**config.mk**
```make
export PLATFORM = sky130hd
export DESIGN_NAME = cmp_stream
export DESIGN_NICKNAME = d
export VERILOG_FILES = /design/src/rtl/cmp_stream.sv
export SDC_FILE = /design/constraint.sdc
export NUM_CORES = 1
export LEC_CHECK = 0
export BUFFER_PORTS_ARGS = -buffer_cell sky130_fd_sc_hd__buf_2
export CORE_MARGIN = 2
export CORE_UTILIZATION = 56
export CTS_CLUSTER_DIAMETER = 200
export DETAILED_ROUTE_END_ITERATION = 7
export GPL_ROUTABILITY_DRIVEN = 0
export MAX_ROUTING_LAYER = met4
export PLACE_DENSITY_LB_ADDON = 0.25
export SLEW_MARGIN = 30
export SYNTH_ARGS = -nofsm -noshare
export SYNTH_HDL_FRONTEND = slang
export SYNTH_SLANG_ARGS = --single-unit
```
**constraint.sdc**
```tcl
create_clock -name clk -period 2.2 [get_ports clk]
set_input_delay 0.55 -clock clk [delete_from_list [all_inputs] [get_ports clk]]
set_output_delay 0.55 -clock clk [all_outputs]
set_load 0.01 [all_outputs]
```
**src/rtl/cmp_stream.sv**
```systemverilog
// Two-stage pipelined magnitude comparator for streamed operand pairs, with
// saturating outcome counters and a running min/max tracker of x.
module cmp_stream #(
  parameter int WIDTH = 8,
  parameter int CNT_W = 16
) (
  input  logic             clk,
  input  logic             rst_n,
  input  logic             in_valid,
  input  logic [WIDTH-1:0] x,
  input  logic [WIDTH-1:0] y,
  input  logic             signed_mode,
  input  logic             clr,
  output logic             out_valid,
  output logic             xgy,
  output logic             xsy,
  output logic             xey,
  output logic [CNT_W-1:0] gt_cnt,
  output logic [CNT_W-1:0] lt_cnt,
  output logic [CNT_W-1:0] eq_cnt,
  output logic [WIDTH-1:0] x_max,
  output logic [WIDTH-1:0] x_min,
  output logic             trk_valid
);

  localparam logic [CNT_W-1:0] CNT_MAX = '1;

  logic             r_s1_valid;
  logic [WIDTH-1:0] r_s1_x;
  logic [WIDTH-1:0] r_s1_y;
  logic             r_s1_signed;
  logic [WIDTH-1:0] r_s2_x;
  logic             r_s2_signed;

  logic [WIDTH-1:0] w_s1_msk;
  logic [WIDTH-1:0] w_cmp_a;
  logic [WIDTH-1:0] w_cmp_b;
  logic [WIDTH-1:0] w_s2_msk;
  logic [WIDTH-1:0] w_trk_x;
  logic [WIDTH-1:0] w_trk_max;
  logic [WIDTH-1:0] w_trk_min;

  // Flipping the MSB maps two's-complement order onto unsigned order.
  assign w_s1_msk = {r_s1_signed, {(WIDTH-1){1'b0}}};
  assign w_cmp_a  = r_s1_x ^ w_s1_msk;
  assign w_cmp_b  = r_s1_y ^ w_s1_msk;

  assign w_s2_msk  = {r_s2_signed, {(WIDTH-1){1'b0}}};
  assign w_trk_x   = r_s2_x ^ w_s2_msk;
  assign w_trk_max = x_max ^ w_s2_msk;
  assign w_trk_min = x_min ^ w_s2_msk;

  // Capture stage.
  // NOTE: sequential state uses non-blocking assignments so every register
  // samples the pre-edge values of its sources, independent of block order.
  always_ff @(posedge clk or negedge rst_n) begin
    if (!rst_n) begin
      r_s1_valid  <= 1'b0;
      r_s1_x      <= '0;
      r_s1_y      <= '0;
      r_s1_signed <= 1'b0;
    end else begin
      r_s1_valid <= in_valid;
      if (in_valid) begin
        r_s1_x      <= x;
        r_s1_y      <= y;
        r_s1_signed <= signed_mode;
      end
    end
  end

  // Compare stage: flags hold their last value while idle.
  always_ff @(posedge clk or negedge rst_n) begin
    if (!rst_n) begin
      out_valid   <= 1'b0;
      xgy         <= 1'b0;
      xsy         <= 1'b0;
      xey         <= 1'b0;
      r_s2_x      <= '0;
      r_s2_signed <= 1'b0;
    end else begin
      out_valid <= r_s1_valid;
      if (r_s1_valid) begin
        xgy         <= (w_cmp_a > w_cmp_b);
        xsy         <= (w_cmp_a < w_cmp_b);
        xey         <= (w_cmp_a == w_cmp_b);
        r_s2_x      <= r_s1_x;
        r_s2_signed <= r_s1_signed;
      end
    end
  end

  // Outcome counters: clr wins over a result completing in the same cycle.
  always_ff @(posedge clk or negedge rst_n) begin
    if (!rst_n) begin
      gt_cnt <= '0;
      lt_cnt <= '0;
      eq_cnt <= '0;
    end else if (clr) begin
      gt_cnt <= '0;
      lt_cnt <= '0;
      eq_cnt <= '0;
    end else if (out_valid) begin
      if (xgy && gt_cnt != CNT_MAX) gt_cnt <= gt_cnt + 1'b1;
      if (xsy && lt_cnt != CNT_MAX) lt_cnt <= lt_cnt + 1'b1;
      if (xey && eq_cnt != CNT_MAX) eq_cnt <= eq_cnt + 1'b1;
    end
  end

  // Min/max tracker, each update interpreted with its own sample's signedness.
  always_ff @(posedge clk or negedge rst_n) begin
    if (!rst_n) begin
      x_max     <= '0;
      x_min     <= '0;
      trk_valid <= 1'b0;
    end else if (clr) begin
      x_max     <= '0;
      x_min     <= '0;
      trk_valid <= 1'b0;
    end else if (out_valid) begin
      if (!trk_valid) begin
        x_max     <= r_s2_x;
        x_min     <= r_s2_x;
        trk_valid <= 1'b1;
      end else begin
        if (w_trk_x > w_trk_max) x_max <= r_s2_x;
        if (w_trk_x < w_trk_min) x_min <= r_s2_x;
      end
    end
  end

endmodule

```
==> results of run 1 <==
-- stage by stage --
step                      cells  total power (µW)
after floorplan             480              2490
after global placement      671              2730
after detailed placement    671              2760
after CTS                   687              3770
after global routing        687              3960
final                       687              3740
-- layout make-up --
| cell class | instances | area (µm²) | share of cell area (%) |
|---|---|---|---|
| Clock buffer | 11 | 131 | 2.25 |
| Clock inverter | 5 | 33.8 | 0.578 |
| Inverter | 26 | 97.6 | 1.67 |
| Multi-Input combinational cell | 344 | 2520 | 43.2 |
| Sequential cell | 96 | 2400 | 41.1 |
| Tap cell | 108 | 135 | 2.31 |
| Timing Repair Buffer | 97 | 520 | 8.91 |
-- cells by family (layout without fill, tap and decap cells) --
| group | Yosys count | after routing | synth area share [%] |
|---|---|---|---|
| buffers and inverters | 40 | 139 | 2.98 |
| multiplexers | 37 | 37 | 7.74 |
| adder cells (fa/ha/maj) | 26 | 26 | 6.41 |
| flip-flops | 96 | 96 | 47.3 |
| XOR/XNOR | 44 | 44 | 7.59 |
| AO/OA/AOI/OAI | 63 | 63 | 8.90 |
| AND/OR/NAND/NOR | 174 | 174 | 19.1 |
-- sequential cells by signal, summed over array words and instances, names as in the netlist --
signal / flops
xgy: 1
xsy: 1
r_s1_y: 8
lt_cnt: 16
gt_cnt: 16
r_s2_x: 8
out_valid: 1
eq_cnt: 16
x_max: 8
trk_valid: 1
r_s1_x: 8
r_s1_valid: 1
r_s2_signed: 1
x_min: 8
xey: 1
r_s1_signed: 1
-- path summary, 6_finish.rpt --
kind	start	endpoint	slack, ns	cells after the start
max reg2reg	r_s2_signed	x_max[2]	0.19	6
max in group asynchronous	rst_n	r_s2_x[5]	1.37	2
min in group clk	y[4]	r_s1_y[4]	0.40	3
min	rst_n	eq_cnt[10]	0.13	1
min reg2reg	r_s1_y[0]	r_s1_y[0]	0.52	1
max	r_s2_signed	x_max[2]	0.19	6
-- layout by cell type (no fill, tap or decap), types with 18 or more instances in the layout --
cell / instances
nand4_1: 21
mux2i_1: 19
nand2_1: 18
ha_1: 26
xor2_1: 35
nor2_1: 51
dfrtp_1: 96
inv_1: 26
mux2_2: 18
o21ai_0: 20
buf_2: 88
nand2b_1: 25
-- worst register-to-register path: cells and delay by family (launching register included) --
kind	cells	cell delay, ns
AOI/OAI and AO/OA	2	0.61
xor gates and xnor gates	1	0.20
adders and majority gates	1	0.30
DFF	1	0.44
muxes	1	0.27
and+or+nand+nor	1	0.10
-- routing by layer --
metal | GRT usage (%) | up-vias
li1 | - | 1876
met2 | 37.1 | 89
met1 | 28.7 | 1860
met4 | 5.48 | 0
met3 | 5.06 | 13
met5 | - | -
-- power groups by stage --
stage	Combinational (µW)	Sequential, µW	Clock [µW]
2_1_floorplan	458	2030	0
3_3_place_gp	688	2040	0
3_5_place_dp	712	2040	0
4_1_cts	721	2010	1040
5_1_grt	809	2030	1120
6_report	712	2010	1020
==> run metrics, run 1 <==
status finished, final reports clean; number of I/O pins 90; Inserted Clock Buffers 9; vertical die dimension roughly 99 µm; number of detailed-routing iterations run before antenna repair 4; power spent charging and discharging nets approximately 1100 µW; number of fill cells in the layout 710; detailed router's first-iteration violation count roughly 150; total power per unit cell area 641 nW/µm²; crit path setup slack, layout roughly 0.19 ns; Std-Cell Rows 34; post-detailed-route count of antenna-violating nets 0; data required time at the worst endpoint approximately 2.5 ns; starting utilization of the core area 57.9%; Data arrival, critical path roughly 2.3 ns; clock latency on the worst-skew pair 0.36 ns; setup TNS after final layout 0 ns; EDFF count, synth 0; Synth Cell Area between 5000 and 6000 µm²; largest fanout of any net on the critical path 8; Worst path max stage delay 0.44 ns; number of design rule violations left after detail routing 0; average vias per placed instance about 5.6; routed length on met1 ~4700 µm; remaining global-route overflow 0; time the final worst path needs with I/O delays and setup around 2 ns; Buf+Inv Stages, Crit Path 0; final critical-path share of the clock period 91.4%; post-CTS clock slew at the launch and capture registers of the worst setup and hold paths 0.09 ns; most frequently used flop master after synthesis dfrtp_1; proportion of power drawn by flip-flops and latches a little over half; count of buffers from port buffering between 80 and 90; nets a little over 600; first-pass GRT wire length 17500 µm; pre-CTS setup slack between 0.2 and 0.25 ns; worst slew margin relative to its limit between 50% and 60%; number of global-route vias before repair 3738; maximum clock path buffer count 2; Setup crit end kind flip-flop; Yosys top cell by area dfrtp_1; top metal layer carrying routed signals met4; worst min-delay path category in2async; fin area about 6000 µm²; met2 routed wirelength 5190 µm; Post-CTS Hold Buffers 0; die width just under 100 µm; CTS Root Buffer Type clkbuf_8; Static Leak approximately 0.0029 µW; post-placement cell area approximately 5700 µm²; ANT cells 0; CTS tree yes; Layout Utilization around 67%; Syn-to-layout area delta 15.1%; Critical Path Start Type flip-flop; clock network power share a little over a quarter; combinational share of power 19.0%; Internal ~2600 µW; number of distinct library cells after synthesis 48; number of post-CTS setup repair buffers 0; share of final-layout standard cells stronger than drive strength 1 between 20% and 30%; Top delay family on crit path compound AO/OA/AOI/OAI gates; Post-Route Hold Slack approximately 0.13 ns; Max stage delay cell, worst path dfrtp_1; cell types occupying the most area after synthesis dfrtp_1, ha_1, xor2_1; share of the synthesized area in the top cell type a little under half; sequential-to-total area share from yosys stat 47.3%; RSZ-0062 raised after global routing no; DIE AREA just under 10000 µm²; type of the worst setup path reg2reg; actual slew at the worst max-slew pin 0.726 ns; final setup fails 0; post-synthesis area per instance 10.6 µm²; max-cap violation count 0; total routed wirelength roughly 11000 µm; initial antenna violation count 0; Post-DP HPWL about 7600 µm; fraction of power spent switching nets 29.9%; register bit count reported by yosys 96; number of standard cells after synthesis between 400 and 500; Max IR drop VDD 0.000391 V; commonest cells in the netlist dfrtp_1, nor2_1, xor2_1, ha_1, inv_1; clock sink count 96; vias after detailed routing ~3.8k; library cell with the highest instance count after synthesis dfrtp_1; maximum level of the CTS H-tree 3; max frequency 497 MHz; proportion of register bits with asynchronous set or reset after synthesis 100%; Fin. Hold Viols 0; CP Cell Sequence xor2_1 -> ha_1 -> nand4_1 -> a21o_1 -> a31oi_4 -> mux2i_1; core footprint between 8000 and 9000 µm²; GR Util All Layers a little under a quarter; pins over their slew limit 0; maximum clock skew at final layout approximately 0.012 ns; pin count of the biggest net entering global routing between 40 and 50; post-detailed-route wirelength per cell approximately 15 µm; total number of yosys warnings 0; number of gates resized after cts 0; sum of met3 wire segment lengths after detailed routing around 510 µm; syn_nets 527
No activity file was read; power rests on OpenSTA's default activity.
==> run 2, diff against run 1 <==
==> constraint.sdc (replaced) <==
create_clock -name clk -period 2.3 [get_ports clk]
set_input_delay 0.575 -clock clk [delete_from_list [all_inputs] [get_ports clk]]
set_output_delay 0.575 -clock clk [all_outputs]
set_load 0.01 [all_outputs]
==> run 2 against run 1 <==
Against the previous run: worst hold slack lost 0.014 ns; power is 2.8% higher; fmax increased by 1.6%; largest power group unchanged; largest cell class unchanged.
==> run metrics, run 2 (synthesis results as in run 1) <==
status finished, final reports clean (unchanged); sum of met3 wire segment lengths after detailed routing 369 µm (was 506 µm); routed length on met1 4760 µm (was 4740 µm); clock latency on the worst-skew pair 0.36 ns (about the same); Post-CTS Hold Buffers 0 (unchanged); initial antenna violation count 0 (unchanged); met2 routed wirelength 5100 µm (was 5190 µm); starting utilization of the core area 57.9% (unchanged); RSZ-0062 raised after global routing no (unchanged); count of buffers from port buffering 89 (unchanged); Max IR drop VDD 0.000381 V (was 0.000391 V); Data arrival, critical path 2.27 ns (was 2.28 ns); worst min-delay path category in2async (unchanged); CTS tree yes (unchanged); first-pass GRT wire length 17600 µm (was 17500 µm); number of detailed-routing iterations run before antenna repair 5 (was 4); pins over their slew limit 0 (unchanged); post-detailed-route wirelength per cell 15.2 µm (was 15.4 µm); detailed router's first-iteration violation count 215 (was 147); clock sink count 96 (unchanged); final setup fails 0 (unchanged); Post-Route Hold Slack 0.119 ns (was 0.133 ns); data required time at the worst endpoint 2.59 ns (was 2.47 ns); top metal layer carrying routed signals met4 (unchanged); pin count of the biggest net entering global routing 75 (was 47); vertical die dimension 99.2 µm (unchanged); ANT cells 0 (unchanged); worst slew margin relative to its limit 66.1% (was 51.6%); Critical Path Start Type flip-flop (unchanged); setup TNS after final layout 0 ns (unchanged); core footprint 8760 µm² (unchanged); number of design rule violations left after detail routing 0 (unchanged); time the final worst path needs with I/O delays and setup 1.98 ns (was 2.01 ns); GR Util All Layers 22.9% (was 22.6%); total routed wirelength 10400 µm (was 10500 µm); post-placement cell area 5680 µm² (about the same); actual slew at the worst max-slew pin 0.509 ns (was 0.726 ns); nets 620 (was 621); Syn-to-layout area delta 16.4% (was 15.1%); max frequency 505 MHz (was 497 MHz); final critical-path share of the clock period 86.0% (was 91.4%); CTS Root Buffer Type clkbuf_8 (unchanged); total power per unit cell area 651 nW/µm² (was 641 nW/µm²); Inserted Clock Buffers 9 (unchanged); post-CTS clock slew at the launch and capture registers of the worst setup and hold paths 0.10 ns (was 0.09 ns); most common library cell in the layout ignoring fill and taps dfrtp_1 (unchanged); largest fanout of any net on the critical path 8 (unchanged); number of global-route vias before repair 3814 (was 3738); Std-Cell Rows 34 (unchanged); share of final-layout standard cells stronger than drive strength 1 24.7% (was 24.5%); number of gates resized after cts 0 (unchanged); type of the worst setup path reg2reg (unchanged); remaining global-route overflow 0 (unchanged); Post-DP HPWL 7420 µm (was 7620 µm); number of post-CTS setup repair buffers 0 (unchanged); registers with the most flip-flops eq_cnt (16), gt_cnt (16), lt_cnt (16) (unchanged); Fin. Hold Viols 0 (unchanged); maximum clock path buffer count 2 (unchanged); post-detailed-route count of antenna-violating nets 0 (unchanged); average vias per placed instance 5.59 (about the same); number of I/O pins 90 (unchanged); Setup crit end kind flip-flop (unchanged); Static Leak 0.00290 µW (was 0.00286 µW); die width 99.2 µm (unchanged); max-cap violation count 0 (unchanged); vias after detailed routing 3832 (was 3838); most used cells in the layout excluding fill and tap cells dfrtp_1, buf_2, nor2_1 (unchanged); DIE AREA 9840 µm² (unchanged); maximum level of the CTS H-tree 3 (unchanged); maximum clock skew at final layout 0.00868 ns (was 0.0118 ns); fin area 5910 µm² (was 5840 µm²)
## run 2: power by group
part	switching (µW)	total, µW	internal, µW
combinational	360	681	321
clock	601	1250	646
sequential	124	1920	1800
total	1080	3850	2760
## run 2: final cells by class
type / count / area [µm²]
Fill cell: 720 / 2850
Multi-Input combinational cell: 344 / 2520
Sequential cell: 96 / 2400
Timing Repair Buffer: 96 / 526
Clock buffer: 10 / 138
Tap cell: 108 / 135
Inverter: 26 / 97.6
Clock inverter: 6 / 90.1
## run 2: worst max-delay path: stages, from the launching register on
cell	delay, ns
dfrtp_1	0.44
xor2_1	0.20
ha_1	0.30
nand4_1	0.10
a21o_1	0.20
a31oi_4	0.41
mux2i_1	0.24
## run 2: worst paths after layout
check | startpoint | cells after the start | slack [ns] | to
min reg2reg | r_s1_x[0] | 2 | 0.53 | r_s2_x[0]
max | r_s2_signed | 6 | 0.32 | x_max[2]
max in group asynchronous | rst_n | 2 | 1.58 | r_s1_x[6]
min in group clk | y[2] | 3 | 0.41 | r_s1_y[2]
min | rst_n | 1 | 0.12 | eq_cnt[11]
max reg2reg | r_s2_signed | 6 | 0.32 | x_max[2]
## run 2: through the flow
step	utilization, %	power (µW)	std cells	setup slack [ns]
detailed placement	64.8	2640	670	0.324
global placement	64.8	2610	670	0.407
floorplan	-	2380	480	0.498
CTS	67.4	3890	686	0.308
global route	67.4	4070	686	0.209
finish	67.4	3850	686	0.321
## run 2: layer usage
layer	global-route usage, %	up-vias
met1	28.9	1854
met3	3.44	19
met2	37.6	84
li1	-	1875
met5	-	-
met4	8.75	0
